### src/rtl/irq_arb_pkg.sv
// Shared definitions for the interrupt arbiter: FSM states, CPU register map, drain timeout.
package irq_arb_pkg;

    typedef enum logic [1:0] {
        ST_IDLE  = 2'd0,
        ST_GRANT = 2'd1,
        ST_ACK   = 2'd2,
        ST_DRAIN = 2'd3
    } arb_state_e;

    localparam logic [1:0] ADDR_STATUS = 2'd0;
    localparam logic [1:0] ADDR_VECTOR = 2'd1;
    localparam logic [1:0] ADDR_MASK   = 2'd2;
    localparam logic [1:0] ADDR_RSVD   = 2'd3;

    localparam int unsigned TIMEOUT_MAX = 255;

endpackage

### src/rtl/irq_arbiter_rr_pick.sv
// Combinational round-robin pick: first set request bit at or after ptr_i, wrapping.
module rr_pick #(
    parameter int N  = 4,
    parameter int IW = 2
) (
    input  logic [N-1:0]  req_i,
    input  logic [IW-1:0] ptr_i,
    output logic [N-1:0]  onehot_o,
    output logic [IW-1:0] idx_o,
    output logic          valid_o
);

    logic [IW-1:0] sel_s;

    // Scan the requesters starting from the pointer position.
    always_comb begin
        valid_o = 1'b0;
        idx_o   = '0;
        sel_s   = '0;
        for (int k = 0; k < N; k++) begin
            sel_s = IW'((int'(ptr_i) + k) % N);
            if (!valid_o && req_i[sel_s]) begin
                valid_o = 1'b1;
                idx_o   = sel_s;
            end else begin
                valid_o = valid_o;
            end
        end
        if (valid_o) begin
            onehot_o = N'(1'b1) << idx_o;
        end else begin
            onehot_o = '0;
        end
    end

endmodule

### src/rtl/irq_arbiter.sv
// Round-robin interrupt arbiter with a CPU register port (STATUS/VECTOR/MASK).
// Optional drain timeout with sticky error flag is enabled by defining IRQ_ARB_TIMEOUT_EN.
module irq_arbiter
    import irq_arb_pkg::*;
#(
    parameter int NREQ   = 4,
    parameter int DATA_W = 16
) (
    input  logic              clk,
    input  logic              rst,
    input  logic [NREQ-1:0]   dev_ready,
    output logic [NREQ-1:0]   dev_ack,
    input  logic              cpu_rd,
    input  logic              cpu_wr,
    input  logic [1:0]        cpu_addr,
    input  logic [DATA_W-1:0] cpu_wdata,
    output logic [DATA_W-1:0] cpu_rdata,
    output logic              irq
);

    localparam int IW      = $clog2(NREQ);
    localparam int ERR_BIT = NREQ + 2;

    arb_state_e        state_q, state_d;
    logic [IW-1:0]     grant_id_q, grant_id_d;
    logic [IW-1:0]     rr_ptr_q, rr_ptr_d;
    logic [NREQ-1:0]   mask_q, mask_d;
    logic              err_q, err_d;
    logic              irq_q, irq_d;
    logic [NREQ-1:0]   ack_q, ack_d;
`ifdef IRQ_ARB_TIMEOUT_EN
    logic [7:0]        cnt_q, cnt_d;
`endif

    logic [NREQ-1:0]   eligible_s;
    logic [NREQ-1:0]   pick_onehot_unused_s;
    logic [IW-1:0]     pick_idx_s;
    logic              pick_valid_s;
    logic              vec_rd_s;
    logic [IW-1:0]     next_ptr_s;
    logic [DATA_W-1:0] status_s;
    logic              wdata_unused_s;

    assign eligible_s     = dev_ready & mask_q;
    assign vec_rd_s       = cpu_rd & ~cpu_wr & (cpu_addr == ADDR_VECTOR);
    assign next_ptr_s     = (grant_id_q == IW'(NREQ - 1)) ? '0 : grant_id_q + IW'(1);
    assign status_s       = DATA_W'({err_q, state_q, eligible_s});
    assign wdata_unused_s = ^cpu_wdata;

    rr_pick #(.N(NREQ), .IW(IW)) u_pick (
        .req_i    (eligible_s),
        .ptr_i    (rr_ptr_q),
        .onehot_o (pick_onehot_unused_s),
        .idx_o    (pick_idx_s),
        .valid_o  (pick_valid_s)
    );

    // Next-state logic; a concurrent write suppresses the VECTOR-read transition.
    always_comb begin
        state_d    = state_q;
        grant_id_d = grant_id_q;
        rr_ptr_d   = rr_ptr_q;
        mask_d     = mask_q;
        err_d      = err_q;
`ifdef IRQ_ARB_TIMEOUT_EN
        cnt_d      = 8'd0;
`endif
        if (cpu_wr && (cpu_addr == ADDR_MASK)) begin
            mask_d = cpu_wdata[NREQ-1:0];
        end else begin
            mask_d = mask_q;
        end
`ifdef IRQ_ARB_TIMEOUT_EN
        if (cpu_wr && (cpu_addr == ADDR_STATUS) && cpu_wdata[ERR_BIT]) begin
            err_d = 1'b0;
        end else begin
            err_d = err_q;
        end
`else
        err_d = 1'b0;
`endif
        case (state_q)
            ST_IDLE: begin
                if (pick_valid_s) begin
                    grant_id_d = pick_idx_s;
                    state_d    = ST_GRANT;
                end else begin
                    state_d = ST_IDLE;
                end
            end
            ST_GRANT: begin
                if (vec_rd_s) begin
                    state_d = ST_ACK;
                end else begin
                    state_d = ST_GRANT;
                end
            end
            ST_ACK: begin
                rr_ptr_d = next_ptr_s;
                state_d  = ST_DRAIN;
            end
            ST_DRAIN: begin
                if (!dev_ready[grant_id_q]) begin
                    state_d = ST_IDLE;
`ifdef IRQ_ARB_TIMEOUT_EN
                end else if (cnt_q == 8'(TIMEOUT_MAX - 1)) begin
                    state_d = ST_IDLE;
                    err_d   = 1'b1;
                end else begin
                    cnt_d = cnt_q + 8'd1;
                end
`else
                end else begin
                    state_d = ST_DRAIN;
                end
`endif
            end
            default: state_d = ST_IDLE;
        endcase
    end

    // Outputs are registered from the next state so they line up with the state register.
    always_comb begin
        irq_d = (state_d == ST_GRANT);
        if (state_d == ST_ACK) begin
            ack_d = NREQ'(1'b1) << grant_id_d;
        end else begin
            ack_d = '0;
        end
    end

    // CPU read mux; VECTOR is only meaningful while a grant is pending.
    always_comb begin
        cpu_rdata = '0;
        case (cpu_addr)
            ADDR_STATUS: cpu_rdata = status_s;
            ADDR_VECTOR: begin
                if (state_q == ST_GRANT) begin
                    cpu_rdata = DATA_W'(grant_id_q);
                end else begin
                    cpu_rdata = '1;
                end
            end
            ADDR_MASK:   cpu_rdata = DATA_W'(mask_q);
            ADDR_RSVD:   cpu_rdata = '0;
            default:     cpu_rdata = '0;
        endcase
    end

    // State and output registers with synchronous reset.
    always_ff @(posedge clk) begin
        if (rst) begin
            state_q    <= ST_IDLE;
            grant_id_q <= '0;
            rr_ptr_q   <= '0;
            mask_q     <= '1;
            err_q      <= 1'b0;
            irq_q      <= 1'b0;
            ack_q      <= '0;
`ifdef IRQ_ARB_TIMEOUT_EN
            cnt_q      <= 8'd0;
`endif
        end else begin
            state_q    <= state_d;
            grant_id_q <= grant_id_d;
            rr_ptr_q   <= rr_ptr_d;
            mask_q     <= mask_d;
            err_q      <= err_d;
            irq_q      <= irq_d;
            ack_q      <= ack_d;
`ifdef IRQ_ARB_TIMEOUT_EN
            cnt_q      <= cnt_d;
`endif
        end
    end

    assign irq     = irq_q;
    assign dev_ack = ack_q;

endmodule

### config.mk
export PLATFORM = sky130hd
export DESIGN_NAME = irq_arbiter
export DESIGN_NICKNAME = d
export VERILOG_FILES = /design/src/rtl/irq_arb_pkg.sv /design/src/rtl/irq_arbiter_rr_pick.sv /design/src/rtl/irq_arbiter.sv
export SDC_FILE = /design/constraint.sdc
export NUM_CORES = 1
export LEC_CHECK = 0
export ABC_AREA = 1
export CORE_MARGIN = 2
export CORE_UTILIZATION = 44
export DETAILED_ROUTE_END_ITERATION = 10
export GPL_TIMING_DRIVEN = 0
export PLACE_DENSITY = 0.8
export SETUP_SLACK_MARGIN = 0.02
export SLEW_MARGIN = 30
export SYNTH_ARGS = -nofsm -noshare
export SYNTH_HDL_FRONTEND = slang
export SYNTH_HIERARCHICAL = 1
export SYNTH_SLANG_ARGS = --single-unit
### constraint.sdc
create_clock -name clk -period 2 [get_ports clk]
set_input_delay 0.3 -clock clk [delete_from_list [all_inputs] [get_ports clk]]
set_output_delay 0.3 -clock clk [all_outputs]
set_load 0.01 [all_outputs]
==> results of run 1 <==
==> flip-flops by register name, indices dropped and copies added, names as in the netlist <==
register	cells
state_q	2
irq	1
grant_id_q	2
dev_ack	4
rr_ptr_q	2
mask_q	4
==> worst register-to-register path, delay by kind of cell (launching register included) <==
family	cells	cell delay [ns]
and+or+nand+nor	8	0.71
buffers and inverters	3	0.26
DFF	1	0.51
AOI/OAI and AO/OA	1	0.21
==> what timing repair did <==
| action | 4_1_cts | 5_1_grt |
|---|---|---|
| pin swaps | 2 | 3 |
| resized for setup | 28 | 7 |
| buffers inserted | 5 | 4 |
| cloned | 0 | 0 |
| setup endpoints to repair | 16 | 10 |
==> through the flow <==
stage | cell area, sq um | instances
floorplan | 1175 | 178
global placement | 1553 | 242
detailed placement | 1553 | 242
CTS | 1613 | 251
global route | 1662 | 255
finish | 1662 | 255
==> layout make-up <==
class / instances / area [sq um]
Clock inverter: 1 / 5.005
Fill cell: 211 / 838.3
Timing Repair Buffer: 43 / 395.4
Multi-Input combinational cell: 121 / 688.2
Buffer: 10 / 78.83
Tap cell: 30 / 37.54
Clock buffer: 3 / 22.52
Sequential cell: 15 / 302.8
Inverter: 32 / 131.4
==> worst max-delay path by stage <==
stage / startpoint / endpoint / cells past startpoint
floorplan: rr_ptr_q[0] / dev_ack[3] / 12
global placement: cpu_addr[0] / cpu_rdata[5] / 6
detailed placement: cpu_addr[1] / cpu_rdata[4] / 5
CTS: state_q[0] / cpu_rdata[15] / 8
global route: dev_ready[2] / dev_ack[2] / 14
finish: state_q[0] / cpu_rdata[15] / 8
==> power by group through the flow <==
stage	registers (W)	logic [W]	clock network [W]
final	0.000333	0.000334	0.000187
after global routing	0.000334	0.000368	0.000205
after CTS	0.000331	0.000308	0.000184
after detailed placement	0.000338	0.000312	0
after global placement	0.000337	0.000304	0
after floorplan	0.000335	0.000192	0
==> cell usage in the layout (no fill, tap or decap), drive strengths merged <==
cell and n:
nand2 61, clkbuf 3, o21ai 11, clkdlybuf4s50 16, dlygate4sd2 13, a21oi 5
inv 31, nand4 2, dfxtp 15, o211ai 1, o211a 1, buf 20
clkdlybuf4s15 4, ha 1, a21boi 1, nand3 19, nor3 1, nor2 18
clkinv 2
==> layer usage <==
layer	share of wire [%]	global-route usage, %	vias up
li1	-	-	639
met1	40	22.86	568
met2	53	38.10	38
met3	4.1	2.326	11
met4	2.9	8.362	0
met5	0	0	-
==> impl_metrics.json, run 1 <==
{
  "min_period_over_period_pct": 96.43,
  "syn_area_per_cell_sq_um": 6.600,
  "post_drt_wl_per_cell_um": 12.04,
  "pre_cts_slack_ns": -0.5019,
  "hold_violations": 0,
  "worstPathCellList": "inv_4, nor2_4, nor3_4, buf_6, buf_4, buf_4, buf_4, clkdlybuf4s15_1",
  "critPathArrivalTime_ns": 1.63,
  "syn_to_final_growth_pct": 41.43,
  "syn-num-nets": 205,
  "end_kind": "output port",
  "antenna_found_initial": 0,
  "port_buffers": 34,
  "cts_buffer_depth": 2,
  "clkPwrFrac_pct": 21.9,
  "timing.fmax_mhz": 518.5,
  "status": "finished, final reports clean",
  "pwr-share-comb_pct": 39.1,
  "final_util_pct": 66.47,
  "cts_num_sinks": 15,
  "cts_buffers": 3,
  "holdPathStages": 2,
  "powerDensity_nw_per_um2": 514.2,
  "relSlewSlack_pct": 75.74,
  "layout_setup_ws_ns": 0.07141,
  "gp_congestion": 0.8613,
  "cp_slowest_cell": "dfxtp_2",
  "switching_power_w": 0.0003125,
  "reg2reg_depth": 12,
  "fin_nets": 253,
  "peakVddDrop_mv": 0.5394,
  "clk_latency_ns": 0.30,
  "synthesis.area_sq_um": 1175,
  "core_area_sq_um": 2500,
  "hold-worst-slack_ns": 0.4921,
  "final-setup-viol-count": 0,
  "clkTransAtPathRegs_ns": 0.10,
  "critPathMaxStageDelay_ns": 0.35,
  "path_max_fanout": 5,
  "cpMostUsedCell": "buf_4",
  "initial_utilization_pct": 47.00,
  "netlist_instances": 178,
  "n_antenna_cell": 0,
  "vias_per_cell": 4.925,
  "grt_max_degree": 11,
  "worstReg2RegStart": "rr_ptr_q[1]",
  "cp_top_family": "buffers and inverters",
  "min_path_type": "reg2reg",
  "power.internal_w": 0.0005419,
  "htreeDepth": 1,
  "cts_tree": "yes",
  "die_x_um": 55.68,
  "r2r-end": "dev_ack[0]",
  "grt_pass1_vias": 1246,
  "ant_nets": 0,
  "drive_gt1_share_pct": 29.78,
  "rsz0062_at_grt": "no",
  "final.min_clock_period_ns": 1.929,
  "firstDrtPassIters": 4,
  "worst_ep_required_time_ns": 1.70,
  "io_pins": 47,
  "hold_buffers": 0,
  "rows": 18,
  "hpwl_mm": 2.254,
  "finalSetupTns_ns": 0,
  "grt_first_pass_wirelength_mm": 5.244,
  "power.total_w": 0.0008544,
  "dieArea_sq_um": 3100,
  "report.final.slew_viol_count": 0,
  "hold_start": "mask_q[2]",
  "skew_ns": 0.001039,
  "whs_endpoint": "mask_q[2]",
  "wl_mm": 3.071,
  "drv_cap": 0,
  "ys_warn_count": 6,
  "leakagePower_nw": 0.8864,
  "critical_path_class": "reg2out",
  "r2r_slack_ns": 0.26,
  "start_kind": "flip-flop",
  "root_buffer": "clkbuf_4",
  "via_count": 1256,
  "swShare_pct": 36.57,
  "tightest_slew_ns": 0.3639,
  "die_y_um": 55.68,
  "overflow": 0,
  "crit_buf_inv": 6,
  "drtIter0Drc": 35,
  "track_usage_pct": 20.28,
  "drc": 0,
  "power_frac_seq_pct": 39.0
}
Power figures use the tool's default switching activity.
==> run 2: changes to the inputs <==
--- a/config.mk
+++ b/config.mk
@@ -7,7 +7,7 @@
 export LEC_CHECK = 0
 export ABC_AREA = 1
 export CORE_MARGIN = 2
-export CORE_UTILIZATION = 44
+export CORE_UTILIZATION = 42
 export DETAILED_ROUTE_END_ITERATION = 10
 export GPL_TIMING_DRIVEN = 0
 export PLACE_DENSITY = 0.8
@@ -15,5 +15,4 @@
 export SLEW_MARGIN = 30
 export SYNTH_ARGS = -nofsm -noshare
 export SYNTH_HDL_FRONTEND = slang
-export SYNTH_HIERARCHICAL = 1
 export SYNTH_SLANG_ARGS = --single-unit
==> constraint.sdc (replaced) <==
create_clock -name clk -period 2 [get_ports clk]
set_input_delay 0.3 -clock clk [delete_from_list [all_inputs] [get_ports clk]]
set_output_delay 0.3 -clock clk [all_outputs]
set_load 0.005 [all_outputs]
==> run 2 against run 1 <==
Compared with the run above: die area down 3.8%; clock power down 4%; synthesized area down 8.4%; register-to-register slack improved by 0.17 ns; critical path depth down 3; sequential power about the same; hold slack gained 0.045 ns; critical endpoint is now cpu_rdata[6].
==> impl_metrics.json, run 2 <==
{
  "status": "finished, final reports clean",
  "worst_ep_required_time_ns": 1.70,
  "dieArea_sq_um": 2983,
  "ys_seq_area_share_pct": 27.91,
  "synth.largest_area_cell": "dfxtp_1",
  "multiInputGateArea_sq_um": 654.4,
  "end_kind": "output port",
  "cts_buffers": 3,
  "fin_nets": 232,
  "yosysUniqueCellTypes": 25,
  "path_max_fanout": 7,
  "timing.fmax_mhz": 521.6,
  "clk_latency_ns": 0.29,
  "initial_utilization_pct": 43.83,
  "hpwl_mm": 2.141,
  "cts_buffer_depth": 2,
  "synth_most_common_cell": "nand2_1",
  "synth_area_leaders": "dfxtp_1 (28%), nand2_1 (12%), nor2_1 (7.0%)",
  "rows": 18,
  "netlist_instances": 159,
  "netlist.area_leader.share_pct": 27.91,
  "placed_area_sq_um": 1454,
  "syn_area_per_cell_sq_um": 6.767,
  "htreeDepth": 1,
  "cpMostUsedCell": "nor2_4",
  "critical_path_class": "reg2out",
  "track_usage_pct": 20.83,
  "hold_violations": 0,
  "critPathArrivalTime_ns": 1.62,
  "syn-num-nets": 186,
  "drive_gt1_share_pct": 31.37,
  "antenna_found_initial": 0,
  "fill_cells": 218,
  "min_period_over_period_pct": 95.87,
  "drtIter0Drc": 31,
  "fin_area_sq_um": 1565,
  "drv_cap": 0,
  "critPathMaxStageDelay_ns": 0.50,
  "synth_edf_count": 0,
  "worstPathCellList": "inv_4, nor2_4, nor2_4, buf_6, clkdlybuf4s50_1",
  "mostFrequentLayoutCells": "nand2_1 (35), buf_4 (22), clkdlybuf4s50_1 (17)",
  "final-setup-viol-count": 0,
  "root_buffer": "clkbuf_4",
  "die_y_um": 54.62,
  "gp_congestion": 0.7835,
  "vias_per_cell": 5.077,
  "peakVddDrop_mv": 0.4816,
  "synth-seq-cells": 15,
  "hold_buffers": 0,
  "port_buffers": 34,
  "die_x_um": 54.62,
  "tightest_slew_ns": 0.3114,
  "core_area_sq_um": 2455,
  "layout_setup_ws_ns": 0.08267,
  "firstDrtPassIters": 4,
  "powerDensity_nw_per_um2": 527.6,
  "via_count": 1188,
  "power.total_w": 0.0008258,
  "final.min_clock_period_ns": 1.917,
  "synthesis.area_sq_um": 1076,
  "start_kind": "flip-flop",
  "synthFlopType": "dfxtp_1",
  "drc": 0,
  "leakagePower_nw": 0.7959,
  "hold-worst-slack_ns": 0.5368,
  "min_path_type": "reg2reg",
  "ant_nets": 0,
  "n_antenna_cell": 0,
  "syn_to_final_growth_pct": 45.47,
  "overflow": 0,
  "relSlewSlack_pct": 79.08,
  "cp_slowest_cell": "clkdlybuf4s50_1",
  "wl_mm": 2.988,
  "rsz0062_at_grt": "no",
  "post_drt_wl_per_cell_um": 12.77,
  "cts_tree": "yes",
  "regArea_sq_um": 304.0,
  "final_util_pct": 63.76,
  "skew_ns": 0.004929,
  "ys_warn_count": 0,
  "io_pins": 47,
  "synthArstFlopShare_pct": 0,
  "report.final.slew_viol_count": 0,
  "clkTransAtPathRegs_ns": 0.09,
  "grt_pass1_vias": 1094,
  "cts_num_sinks": 15,
  "layout_commonest_cell": "nand2_1",
  "grt_max_degree": 10,
  "grt_first_pass_wirelength_mm": 4.567,
  "synth_common_cells": "nand2_1 (35), nor2_1 (20), dfxtp_1 (15)",
  "pre_cts_slack_ns": -0.8630
}
run 2: logic make-up after synthesis:
logic type      Yosys count  share of synthesized area [%]
flops                    15                          27.91
simple gates             93                          45.00
buf+inv                  27                          13.72
compound gates           23                          12.21
fa+ha+maj                 1                          1.163
run 2: metrics by stage:
stage               setup TNS (ns)  instances
global placement            -11.62        223
global route                     0        234
detailed placement          -12.80        223
floorplan                        0        159
finish                           0        234
CTS                              0        232
run 2: where the power goes:
group	total [W]	leakage, nW	internal, W	switching (W)
registers	0.000335	0.123	0.000315	0.0000198
logic	0.000311	0.655	0.000153	0.000158
clock network	0.000179	0.0177	0.0000745	0.000105
total	0.000826	0.796	0.000543	0.000283
run 2: final timing paths:
check | start | to | slack, ns | cells after the start
worst min-delay path | mask_q[1] | mask_q[1] | 0.54 | 2
worst min register to register | mask_q[1] | mask_q[1] | 0.54 | 2
worst max-delay path | state_q[0] | cpu_rdata[6] | 0.08 | 5
worst max register to register | rr_ptr_q[0] | dev_ack[1] | 0.43 | 11
run 2: per-layer routing:
| metal | share of wire [%] | global-route usage [%] | vias to the layer above |
|---|---|---|---|
| met2 | 52 | 35.71 | 44 |
| met3 | 5.3 | 3.825 | 7 |
| met1 | 42 | 25.88 | 543 |
| met5 | 0 | 0 | - |
| met4 | 1.5 | 7.083 | 0 |
| li1 | - | - | 594 |
run 2: worst max-delay path: cells and delay by family (launching register included):
kind | cells | cell delay, ns
buffers and inverters | 3 | 0.72
flip-flops | 1 | 0.38
AND/OR/NAND/NOR | 2 | 0.23
run 2: timing repair:
action	in CTS	in global routing
gates resized for setup	15	20
pin swaps	3	2
setup buffers	5	2
endpoints found under the hold margin	0	0
setup endpoints to repair	16	13
run 2: final cells by class:
type                       instances  share of cell area [%]
inverter                          17                   4.556
clock inverter                     1                  0.3197
sequential                        15                   19.42
clock buffer                       3                   1.439
timing repair buffer              41                   25.02
buffer                            10                   5.036
multi-input combinational        117                   41.81
tap                               30                   2.398
==> run 3: changes to the inputs <==
--- a/config.mk
+++ b/config.mk
@@ -12,7 +12,6 @@
 export GPL_TIMING_DRIVEN = 0
 export PLACE_DENSITY = 0.8
 export SETUP_SLACK_MARGIN = 0.02
-export SLEW_MARGIN = 30
 export SYNTH_ARGS = -nofsm -noshare
 export SYNTH_HDL_FRONTEND = slang
 export SYNTH_SLANG_ARGS = --single-unit
==> results of run 3 <==
Same layout as run 2: the final DEF is identical, and so are final timing and power.
